==> src/rtl/mc_ctrl_pkg.sv <==
// Shared types and encodings for the multicycle MIPS control FSM.
package mc_ctrl_pkg;

   typedef enum logic [3:0] {
      S_FETCH   = 4'd0,
      S_DECODE  = 4'd1,
      S_MEMADR  = 4'd2,
      S_MEMRD   = 4'd3,
      S_MEMWB   = 4'd4,
      S_MEMWR   = 4'd5,
      S_EXEC    = 4'd6,
      S_RTEND   = 4'd7,
      S_BEQ     = 4'd8,
      S_BNE     = 4'd9,
      S_J       = 4'd10,
      S_JAL     = 4'd11,
      S_IMMEXEC = 4'd12,
      S_IMMEND  = 4'd13,
      S_TRAP    = 4'd14
   } state_t;

   localparam logic [5:0] OP_RTYPE = 6'b000000;
   localparam logic [5:0] OP_LW    = 6'b100011;
   localparam logic [5:0] OP_SW    = 6'b101011;
   localparam logic [5:0] OP_BEQ   = 6'b000100;
   localparam logic [5:0] OP_BNE   = 6'b000101;
   localparam logic [5:0] OP_J     = 6'b000010;
   localparam logic [5:0] OP_JAL   = 6'b000011;
   localparam logic [5:0] OP_ADDI  = 6'b001000;
   localparam logic [5:0] OP_ANDI  = 6'b001100;
   localparam logic [5:0] OP_ORI   = 6'b001101;
   localparam logic [5:0] OP_SLTI  = 6'b001010;

   localparam logic [2:0] ALU_ADD   = 3'b000;
   localparam logic [2:0] ALU_SUB   = 3'b001;
   localparam logic [2:0] ALU_FUNCT = 3'b010;
   localparam logic [2:0] ALU_AND   = 3'b011;
   localparam logic [2:0] ALU_OR    = 3'b100;
   localparam logic [2:0] ALU_SLT   = 3'b101;

   localparam logic [1:0] SRCB_B       = 2'b00;
   localparam logic [1:0] SRCB_FOUR    = 2'b01;
   localparam logic [1:0] SRCB_SEXT    = 2'b10;
   localparam logic [1:0] SRCB_SEXT_SH = 2'b11;

   localparam logic [1:0] PCS_ALU    = 2'b00;
   localparam logic [1:0] PCS_ALUOUT = 2'b01;
   localparam logic [1:0] PCS_JUMP   = 2'b10;
   localparam logic [1:0] PCS_TRAP   = 2'b11;

endpackage

==> src/rtl/mc_retire_cnt.sv <==
// Retired-instruction counter: increments once per InstrDone pulse, wraps naturally.
module mc_retire_cnt #(
   parameter int CNT_W = 16
) (
   input  logic             i_clk,
   input  logic             i_rst_n,
   input  logic             i_inc,
   output logic [CNT_W-1:0] o_count
);

   logic [CNT_W-1:0] r_count;

   // count retired instructions; cleared asynchronously by reset
   always_ff @(posedge i_clk or negedge i_rst_n) begin
      if (!i_rst_n) begin
         r_count <= '0;
      end else if (i_inc) begin
         r_count <= r_count + CNT_W'(1);
      end
   end

   assign o_count = r_count;

endmodule

==> src/rtl/mc_ctrl_fsm.sv <==
// Multicycle MIPS control FSM with variable-latency memory handshake,
// immediate ALU ops, and retire pulse/counter.
// Optional: define MC_ILLEGAL_TRAP_EN to route illegal opcodes through a TRAP
// state (Trap=1, PC <- trap vector, counted as retired). Without it, illegal
// opcodes return straight to FETCH and are not counted.
//
// state    | meaning
// FETCH    | read instruction; IR/PC written on MemReady
// DECODE   | register read, branch target precompute, dispatch on opcode
// MEMADR   | compute load/store address
// MEMRD    | load access, wait for MemReady
// MEMWB    | write load data to rt (done)
// MEMWR    | store access, done on MemReady
// EXEC     | R-type ALU operation
// RTEND    | write ALU result to rd (done)
// BEQ/BNE  | compare and conditionally take branch (done)
// J/JAL    | jump, JAL also links (done)
// IMMEXEC  | immediate ALU op using latched ALUOp
// IMMEND   | write ALU result to rt (done)
// TRAP     | illegal opcode, PC <- trap vector (done, trap build only)
module mc_ctrl_fsm
   import mc_ctrl_pkg::*;
#(
   parameter int OP_W    = 6,
   parameter int ALUOP_W = 3,
   parameter int CNT_W   = 16
) (
   input  logic               Clk,
   input  logic               Rst_n,
   input  logic [OP_W-1:0]    OpCode,
   input  logic               Zero,
   input  logic               MemReady,
   output logic               IorD,
   output logic               MemRead,
   output logic               MemWrite,
   output logic               MemtoReg,
   output logic               IRWrite,
   output logic               RegDst,
   output logic               RegWrite,
   output logic               ALUSrcA,
   output logic               Jal,
   output logic [1:0]         ALUSrcB,
   output logic [1:0]         PCSource,
   output logic [ALUOP_W-1:0] ALUOp,
   output logic               PCSel,
   output logic               InstrDone,
   output logic [CNT_W-1:0]   InstrCount,
   output logic               Trap
);

   state_t     r_state;
   state_t     w_next;
   logic [2:0] r_imm_aluop;
   logic [2:0] w_imm_aluop;

   logic w_op_rtype, w_op_lw, w_op_sw, w_op_beq, w_op_bne, w_op_j, w_op_jal;
   logic w_op_imm;

   logic       w_iord, w_mem_read, w_mem_write, w_memtoreg, w_ir_write;
   logic       w_reg_dst, w_reg_write, w_alu_src_a, w_jal;
   logic       w_pc_write, w_cond_eq, w_cond_ne, w_done;
   logic [1:0] w_alu_src_b, w_pc_source;
   logic [2:0] w_alu_op;
`ifdef MC_ILLEGAL_TRAP_EN
   logic       w_trap;
`endif

   assign w_op_rtype = (OpCode == OP_W'(OP_RTYPE));
   assign w_op_lw    = (OpCode == OP_W'(OP_LW));
   assign w_op_sw    = (OpCode == OP_W'(OP_SW));
   assign w_op_beq   = (OpCode == OP_W'(OP_BEQ));
   assign w_op_bne   = (OpCode == OP_W'(OP_BNE));
   assign w_op_j     = (OpCode == OP_W'(OP_J));
   assign w_op_jal   = (OpCode == OP_W'(OP_JAL));
   assign w_op_imm   = (OpCode == OP_W'(OP_ADDI)) | (OpCode == OP_W'(OP_ANDI)) |
                       (OpCode == OP_W'(OP_ORI))  | (OpCode == OP_W'(OP_SLTI));

   // select the ALU operation for an immediate-class opcode
   always_comb begin
      w_imm_aluop = ALU_ADD;
      if (OpCode == OP_W'(OP_ANDI)) begin
         w_imm_aluop = ALU_AND;
      end else if (OpCode == OP_W'(OP_ORI)) begin
         w_imm_aluop = ALU_OR;
      end else if (OpCode == OP_W'(OP_SLTI)) begin
         w_imm_aluop = ALU_SLT;
      end
   end

   // state register
   always_ff @(posedge Clk or negedge Rst_n) begin
      if (!Rst_n) begin
         r_state <= S_FETCH;
      end else begin
         r_state <= w_next;
      end
   end

   // latch immediate ALUOp at dispatch so IMMEXEC/IMMEND no longer depend on OpCode decode
   always_ff @(posedge Clk or negedge Rst_n) begin
      if (!Rst_n) begin
         r_imm_aluop <= ALU_ADD;
      end else if (r_state == S_DECODE) begin
         r_imm_aluop <= w_imm_aluop;
      end
   end

   // next-state and raw control decode
   always_comb begin
      w_next      = r_state;
      w_iord      = 1'b0;
      w_mem_read  = 1'b0;
      w_mem_write = 1'b0;
      w_memtoreg  = 1'b0;
      w_ir_write  = 1'b0;
      w_reg_dst   = 1'b0;
      w_reg_write = 1'b0;
      w_alu_src_a = 1'b0;
      w_jal       = 1'b0;
      w_pc_write  = 1'b0;
      w_cond_eq   = 1'b0;
      w_cond_ne   = 1'b0;
      w_done      = 1'b0;
      w_alu_src_b = SRCB_B;
      w_pc_source = PCS_ALU;
      w_alu_op    = ALU_ADD;
`ifdef MC_ILLEGAL_TRAP_EN
      w_trap      = 1'b0;
`endif
      case (r_state)
         S_FETCH: begin
            w_mem_read  = 1'b1;
            w_alu_src_b = SRCB_FOUR;
            w_ir_write  = MemReady;
            w_pc_write  = MemReady;
            if (MemReady) w_next = S_DECODE;
         end
         S_DECODE: begin
            w_alu_src_b = SRCB_SEXT_SH;
            if (w_op_lw || w_op_sw)   w_next = S_MEMADR;
            else if (w_op_rtype)      w_next = S_EXEC;
            else if (w_op_beq)        w_next = S_BEQ;
            else if (w_op_bne)        w_next = S_BNE;
            else if (w_op_j)          w_next = S_J;
            else if (w_op_jal)        w_next = S_JAL;
            else if (w_op_imm)        w_next = S_IMMEXEC;
`ifdef MC_ILLEGAL_TRAP_EN
            else                      w_next = S_TRAP;
`else
            else                      w_next = S_FETCH;
`endif
         end
         S_MEMADR: begin
            w_alu_src_a = 1'b1;
            w_alu_src_b = SRCB_SEXT;
            w_next      = w_op_sw ? S_MEMWR : S_MEMRD;
         end
         S_MEMRD: begin
            w_mem_read = 1'b1;
            w_iord     = 1'b1;
            if (MemReady) w_next = S_MEMWB;
         end
         S_MEMWB: begin
            w_reg_write = 1'b1;
            w_memtoreg  = 1'b1;
            w_done      = 1'b1;
            w_next      = S_FETCH;
         end
         S_MEMWR: begin
            w_mem_write = 1'b1;
            w_iord      = 1'b1;
            if (MemReady) begin
               w_done = 1'b1;
               w_next = S_FETCH;
            end
         end
         S_EXEC: begin
            w_alu_src_a = 1'b1;
            w_alu_op    = ALU_FUNCT;
            w_next      = S_RTEND;
         end
         S_RTEND: begin
            w_reg_dst   = 1'b1;
            w_reg_write = 1'b1;
            w_done      = 1'b1;
            w_next      = S_FETCH;
         end
         S_BEQ, S_BNE: begin
            w_alu_src_a = 1'b1;
            w_alu_op    = ALU_SUB;
            w_pc_source = PCS_ALUOUT;
            w_cond_eq   = (r_state == S_BEQ);
            w_cond_ne   = (r_state == S_BNE);
            w_done      = 1'b1;
            w_next      = S_FETCH;
         end
         S_J, S_JAL: begin
            w_pc_write  = 1'b1;
            w_pc_source = PCS_JUMP;
            w_jal       = (r_state == S_JAL);
            w_reg_write = (r_state == S_JAL);
            w_done      = 1'b1;
            w_next      = S_FETCH;
         end
         S_IMMEXEC: begin
            w_alu_src_a = 1'b1;
            w_alu_src_b = SRCB_SEXT;
            w_alu_op    = r_imm_aluop;
            w_next      = S_IMMEND;
         end
         S_IMMEND: begin
            w_reg_write = 1'b1;
            w_done      = 1'b1;
            w_next      = S_FETCH;
         end
`ifdef MC_ILLEGAL_TRAP_EN
         S_TRAP: begin
            w_trap      = 1'b1;
            w_pc_write  = 1'b1;
            w_pc_source = PCS_TRAP;
            w_done      = 1'b1;
            w_next      = S_FETCH;
         end
`endif
         default: begin
            w_next = S_FETCH;
         end
      endcase
   end

   // every output is forced low while reset is held, so an abort leaves no partial write
   assign IorD      = Rst_n & w_iord;
   assign MemRead   = Rst_n & w_mem_read;
   assign MemWrite  = Rst_n & w_mem_write;
   assign MemtoReg  = Rst_n & w_memtoreg;
   assign IRWrite   = Rst_n & w_ir_write;
   assign RegDst    = Rst_n & w_reg_dst;
   assign RegWrite  = Rst_n & w_reg_write;
   assign ALUSrcA   = Rst_n & w_alu_src_a;
   assign Jal       = Rst_n & w_jal;
   assign ALUSrcB   = w_alu_src_b & {2{Rst_n}};
   assign PCSource  = w_pc_source & {2{Rst_n}};
   assign ALUOp     = ALUOP_W'(w_alu_op & {3{Rst_n}});
   assign PCSel     = Rst_n & (w_pc_write | (w_cond_eq & Zero) | (w_cond_ne & ~Zero));
   assign InstrDone = Rst_n & w_done;
`ifdef MC_ILLEGAL_TRAP_EN
   assign Trap      = Rst_n & w_trap;
`else
   assign Trap      = 1'b0;
`endif

   mc_retire_cnt #(
      .CNT_W (CNT_W)
   ) u_retire_cnt (
      .i_clk   (Clk),
      .i_rst_n (Rst_n),
      .i_inc   (InstrDone),
      .o_count (InstrCount)
   );

endmodule

==> config.mk <==
export PLATFORM = sky130hd
export DESIGN_NAME = mc_ctrl_fsm
export DESIGN_NICKNAME = d
export VERILOG_FILES = /design/src/rtl/mc_ctrl_pkg.sv /design/src/rtl/mc_retire_cnt.sv /design/src/rtl/mc_ctrl_fsm.sv
export SDC_FILE = /design/constraint.sdc
export NUM_CORES = 1
export LEC_CHECK = 0
export ABC_AREA = 0
export CORE_ASPECT_RATIO = 1.2
export CORE_MARGIN = 3
export CORE_UTILIZATION = 44
export CTS_BUF_LIST = sky130_fd_sc_hd__clkbuf_4
export DETAILED_ROUTE_END_ITERATION = 6
export PLACE_DENSITY = 0.84
export SLEW_MARGIN = 20
export SYNTH_ARGS = -nofsm -noshare
export SYNTH_HDL_FRONTEND = slang
export SYNTH_HIERARCHICAL = 1
export SYNTH_SLANG_ARGS = --single-unit
==> constraint.sdc <==
create_clock -name Clk -period 2.2 [get_ports Clk]
set_input_delay 0.66 -clock Clk [delete_from_list [all_inputs] [get_ports Clk]]
set_output_delay 0.66 -clock Clk [all_outputs]
set_load 0.01 [all_outputs]
==> reports/qor.csv, run 1 <==
metric;value;unit
WP buf/inv;2;
worst setup margin;-0.0907;ns
Unique masters post-synth;47;
Total Wirelength;5340;um
Clock Skew;0.00368;ns
clock tree buffer depth;2;
Area growth syn-to-layout;64.6;%
RSZ-0062 raised after global routing;true;
Leak Pwr;1.20;nW
PnR Total Power;0.00207;W
warnings from Yosys;6;
DRT antenna net count;0;
core outline area;3190;um2
CTS buffer count;3;
status;finished with violations;
drc violations;0;
Place WS;-0.901;ns
largest net degree at the start of global routing;20;
width of the die;59.7;um
Worst Setup End Kind;primary output;
CP max stage delay;0.46;ns
Peak VDD IR;0.000505;V
Setup CP Type;flop to primary output;
most frequent cells in the layout;43 x buf_4, 23 x clkdlybuf4s50_1, 21 x nand2_1;
Vias;1797;
Syn Inst Count;182;
Synth Flop Type;dfrtp_1;
clock sink total;23;
Die Height;70.4;um
CTS Root Cell;clkbuf_4;
worst path required time;1.54;ns
failing checks;negative setup slack;
setup violators final;6;
vias per inst;5.80;
antenna cells;0;
Final Util;78.4;%
Post-synth EDFFs;0;
fin crit share;104;%
Starting Density;47.6;%
share of cells above drive strength 1;41.6;%
CTS tree;done;
H-tree depth;1;
syn_nets;193;
DR pass1 iterations;4;
final hold vios;0;
grt total ovfl;0;
drt first-iter violations;95;
Max Slew Vio Count;0;
die area;4200;um2
Clock transition at path regs;0.14;ns
port bufs;43;
clock latency on the worst-skew pair;0.32;ns
max-capacitance violation count;0;
Final Instance Area;2500;um2
first-pass GRT wire length;7850;um
pwr dens;827;nW/um2
crit path max fanout;4;
flop2flop setup slack;0.03;ns
# IOs;45;
vias in the first global route;1752;
synthesized area per cell;8.36;um2
post-synthesis sequential area ratio;37.8;%
Cell Rows;22;
fin nets;286;
Min Clock Period, post-route;2.29;ns
post-DP HPWL;3320;um
Post-Syn Area;1520;um2
worst min path class;input port to async pin;
startpoint types;flop;
CP top delay family;flip-flops;
leading cell type in the layout, fill and taps excluded;buf_4;
Placed Area;2270;um2
Fmax;437;MHz
CP arrival;1.63;ns
async set-reset flop share out of synthesis;100;%
Crit-path slowest cell;dfrtp_2;
post-DR wirelength/cell;17.2;um
initial antenna violation count;0;
post-route setup TNS;-0.284;ns
critical path cell sequence;buf_6 -> xor2_2 -> nand2_1 -> o21ai_1 -> a32oi_1 -> nor2b_1 -> buf_2;
gr usage total;24.0;%
synthesis-stage register bit count;23;
GP Congestion;0.877;
what timing repair did:
action                     in CTS  in global routing
setup endpoints to repair      29                 27
resized for setup              94                 36
buffers inserted               11                  6
pin swaps                       3                 17
hold buffers                    0                  0
flip-flops by register name, summed over array words and instances, names as in the netlist:
register and count:
r_imm_aluop 3, r_state 4, u_retire_cnt/o_count 16
power breakdown:
part / leakage (nW) / internal [W] / switching, W
Sequential: 0.304 / 0.000485 / 0.000106
Combinational: 0.884 / 0.000643 / 0.000621
Clock: 0.0139 / 0.0000695 / 0.000147
Total: 1.20 / 0.00120 / 0.000874
cell usage after synthesis, types with 2 or more instances:
library cell	number	share of area, %
xnor2_1	10	5.8
nor2_1	15	3.7
nand4_1	6	2.5
buf_2	2	0.66
nor3_2	2	1.3
nor3b_1	2	0.99
and2_1	3	1.2
dfrtp_1	23	38
xor2_1	8	4.6
nor4_1	5	2.1
nor3_1	4	1.3
nand2_1	23	5.7
clkbuf_1	7	1.7
nand3_1	14	4.6
o21ai_0	5	1.6
inv_1	7	1.7
a21oi_1	10	3.3
o31ai_1	2	0.99
nor2b_1	6	2.5
through the flow:
stage | cells | hold WS (ns)
6_report | 310 | 0.339
5_1_grt | 310 | 0.319
4_1_cts | 307 | 0.384
3_5_place_dp | 292 | 0.472
3_3_place_gp | 292 | 0.459
2_1_floorplan | 182 | 0.364
cells by family after synthesis:
family / count (synthesis) / synth area share, %
simple gates: 88 / 31.3
compound gates: 29 / 12.3
flops: 23 / 37.8
buf+inv: 20 / 5.84
xor+xnor: 18 / 10.4
mux: 2 / 1.40
fa+ha+maj: 1 / 0.822
other cells: 1 / 0.246
worst paths after layout:
kind	start	end	cells past startpoint
setup / recovery	r_state[1]	RegWrite	7
hold / removal	Rst_n	r_state[1]	2
setup reg to reg	r_state[2]	r_state[2]	8
hold reg to reg	u_retire_cnt/o_count[15]	u_retire_cnt/o_count[15]	1
max in group asynchronous	Rst_n	u_retire_cnt/o_count[11]	2
min in group Clk	u_retire_cnt/o_count[15]	u_retire_cnt/o_count[15]	1
cell type report:
cell class	count	area, um2
clock inverters	1	7.51
multi-input cells	139	1000
repair buffers	100	817
clock buffers	3	22.5
flip-flops and latches	23	579
inverters	8	32.5
well taps	36	45.0
fillers	207	688
metal layers:
| metal | GRT usage (%) | wire length [um] | vias up |
|---|---|---|---|
| li1 | - | - | 815 |
| met1 | 28.4 | 2150 | 899 |
| met2 | 41.6 | 2810 | 70 |
| met3 | 1.85 | 211 | 13 |
| met4 | 12.6 | 160 | 0 |
| met5 | 0 | 0 | - |
No activity file was read; power rests on OpenSTA's default activity.
==> run 2: changes to the inputs <==
CAP_MARGIN = 20   (was unset)
GPL_ROUTABILITY_DRIVEN = 0   (was unset)
==> results of run 2 <==
The final DEF is identical to that of run 1; final timing and power are the same.
==> run 3: changes to the inputs <==
CAP_MARGIN = unset   (was 20)
CORE_ASPECT_RATIO = unset   (was 1.2)
==> run 3 against run 2 <==
The run still ends with negative setup slack left. Clock-buffer cell count unchanged. First-iteration DRC count grew 36%. Via count down 7.3%. Cell count is 1.3% lower. Fmax increased by 2.0%. Combinational power down 12%. Sequential cell count unchanged. Utilization down 2.4 points. Design area fell by 3.5%.
==> reports/qor.csv, run 3 (same netlist as run 1, synthesis figures left out) <==
metric;value;unit
status;finished with violations;
failing checks;negative setup slack;
Final Util;76.0;%
DRT antenna net count;0;
Clock Skew;0.00587;ns
antenna cells;0;
worst setup path startpoint;r_state[3];
Min Clock Period, post-route;2.25;ns
drt first-iter violations;129;
grt total ovfl;0;
worst path required time;1.54;ns
Vias;1666;
vias per inst;5.44;
worst setup margin;-0.0454;ns
startpoint types;flop;
Worst Setup End Kind;primary output;
Clock transition at path regs;0.12;ns
vias in the first global route;1626;
PnR Total Power;0.00189;W
CTS Root Cell;clkbuf_4;
clock sink total;23;
Peak VDD IR;0.000354;V
# IOs;45;
post-DP HPWL;3430;um
RSZ-0062 raised after global routing;true;
fin crit share;102;%
width of the die;64.8;um
Largest register FFs;16;
leading cell type in the layout, fill and taps excluded;buf_4;
Total Wirelength;4750;um
clock latency on the worst-skew pair;0.31;ns
Place WS;-0.756;ns
Die Height;64.8;um
crit path max fanout;7;
R2R Path Start;r_state[3];
Setup CP Type;flop to primary output;
initial antenna violation count;0;
setup violators final;4;
largest net degree at the start of global routing;14;
most frequent cells in the layout;36 x buf_4, 23 x clkdlybuf4s50_1, 21 x nand2_1, 21 x dfrtp_1, 15 x buf_2;
flop2flop setup slack;0.02;ns
Fmax;445;MHz
CTS buffer count;3;
post-route setup TNS;-0.0987;ns
first-pass GRT wire length;7490;um
pwr dens;781;nW/um2
share of cells above drive strength 1;39.7;%
Max Slew Vio Count;0;
Starting Density;47.9;%
fin nets;274;
max-capacitance violation count;0;
CTS tree;done;
R2R Path End;r_state[2];
gr usage total;22.7;%
die area;4200;um2
CP arrival;1.59;ns
H-tree depth;1;
worst reg2reg path depth;8;
core outline area;3180;um2
worst min path class;input port to async pin;
drc violations;0;
port bufs;43;
Cell Rows;20;
final hold vios;0;
clock tree buffer depth;2;
Area growth syn-to-layout;58.8;%
Leak Pwr;1.12;nW
DR pass1 iterations;4;
post-DR wirelength/cell;15.5;um
[run 3: cell count changes in the layout (fill, tap and decap cells not counted), sizes merged]
| cell | change |
|---|---|
| dlygate4sd2 | +1 |
| clkdlybuf4s15 | +1 |
| buf | -11 |
| clkinv | +1 |
| clkinvlp | -1 |
| clkbuf | -3 |
[run 3: critical path, cell delays in order (launching register included)]
cell,delay [ns]
dfrtp_1,0.44
buf_6,0.15
buf_8,0.13
buf_6,0.12
nor4_4,0.25
buf_2,0.17
[run 3: how the worst max path moves through the flow]
stage	slack (ns)	end
floorplan	0.02	u_retire_cnt/o_count[12]
global placement	-0.72	PCSel
detailed placement	-0.76	PCSel
CTS	-0.06	RegWrite
global route	-0.10	PCSel
finish	-0.05	MemtoReg
[run 3: report_power, final]
| part | switching [W] | internal (W) | leakage [nW] |
|---|---|---|---|
| combinational | 0.000559 | 0.000546 | 0.797 |
| clock | 0.000125 | 0.0000680 | 0.0177 |
| sequential | 0.000105 | 0.000484 | 0.306 |
| total | 0.000789 | 0.00110 | 1.12 |
[run 3: through the flow]
step                cells  cell area (um2)  hold WS [ns]
floorplan             182             1530         0.364
global placement      296             2250         0.459
detailed placement    296             2250         0.462
CTS                   306             2300         0.428
global route          306             2420         0.439
finish                306             2420         0.436
[run 3: what timing repair did]
item,in CTS,in global routing
endpoints found under the setup margin,29,23
hold buffers,0,0
buffers inserted,6,1
gates resized for setup,87,39
pin swaps,4,12
[run 3: routing by layer]
metal	GRT usage, %	wire length, um	vias to the layer above
met5	0	0	-
met4	8.71	136	0
met3	2.25	169	11
met2	38.3	2320	47
met1	29.6	2120	814
li1	-	-	794
[run 3: layout make-up]
class	count	area, um2
inverters	8	32.5
well taps	44	55.1
multi-input cells	139	997
flip-flops and latches	23	578
clock buffers	3	22.5
fillers	225	762
clock inverters	1	5.00
repair buffers	88	726
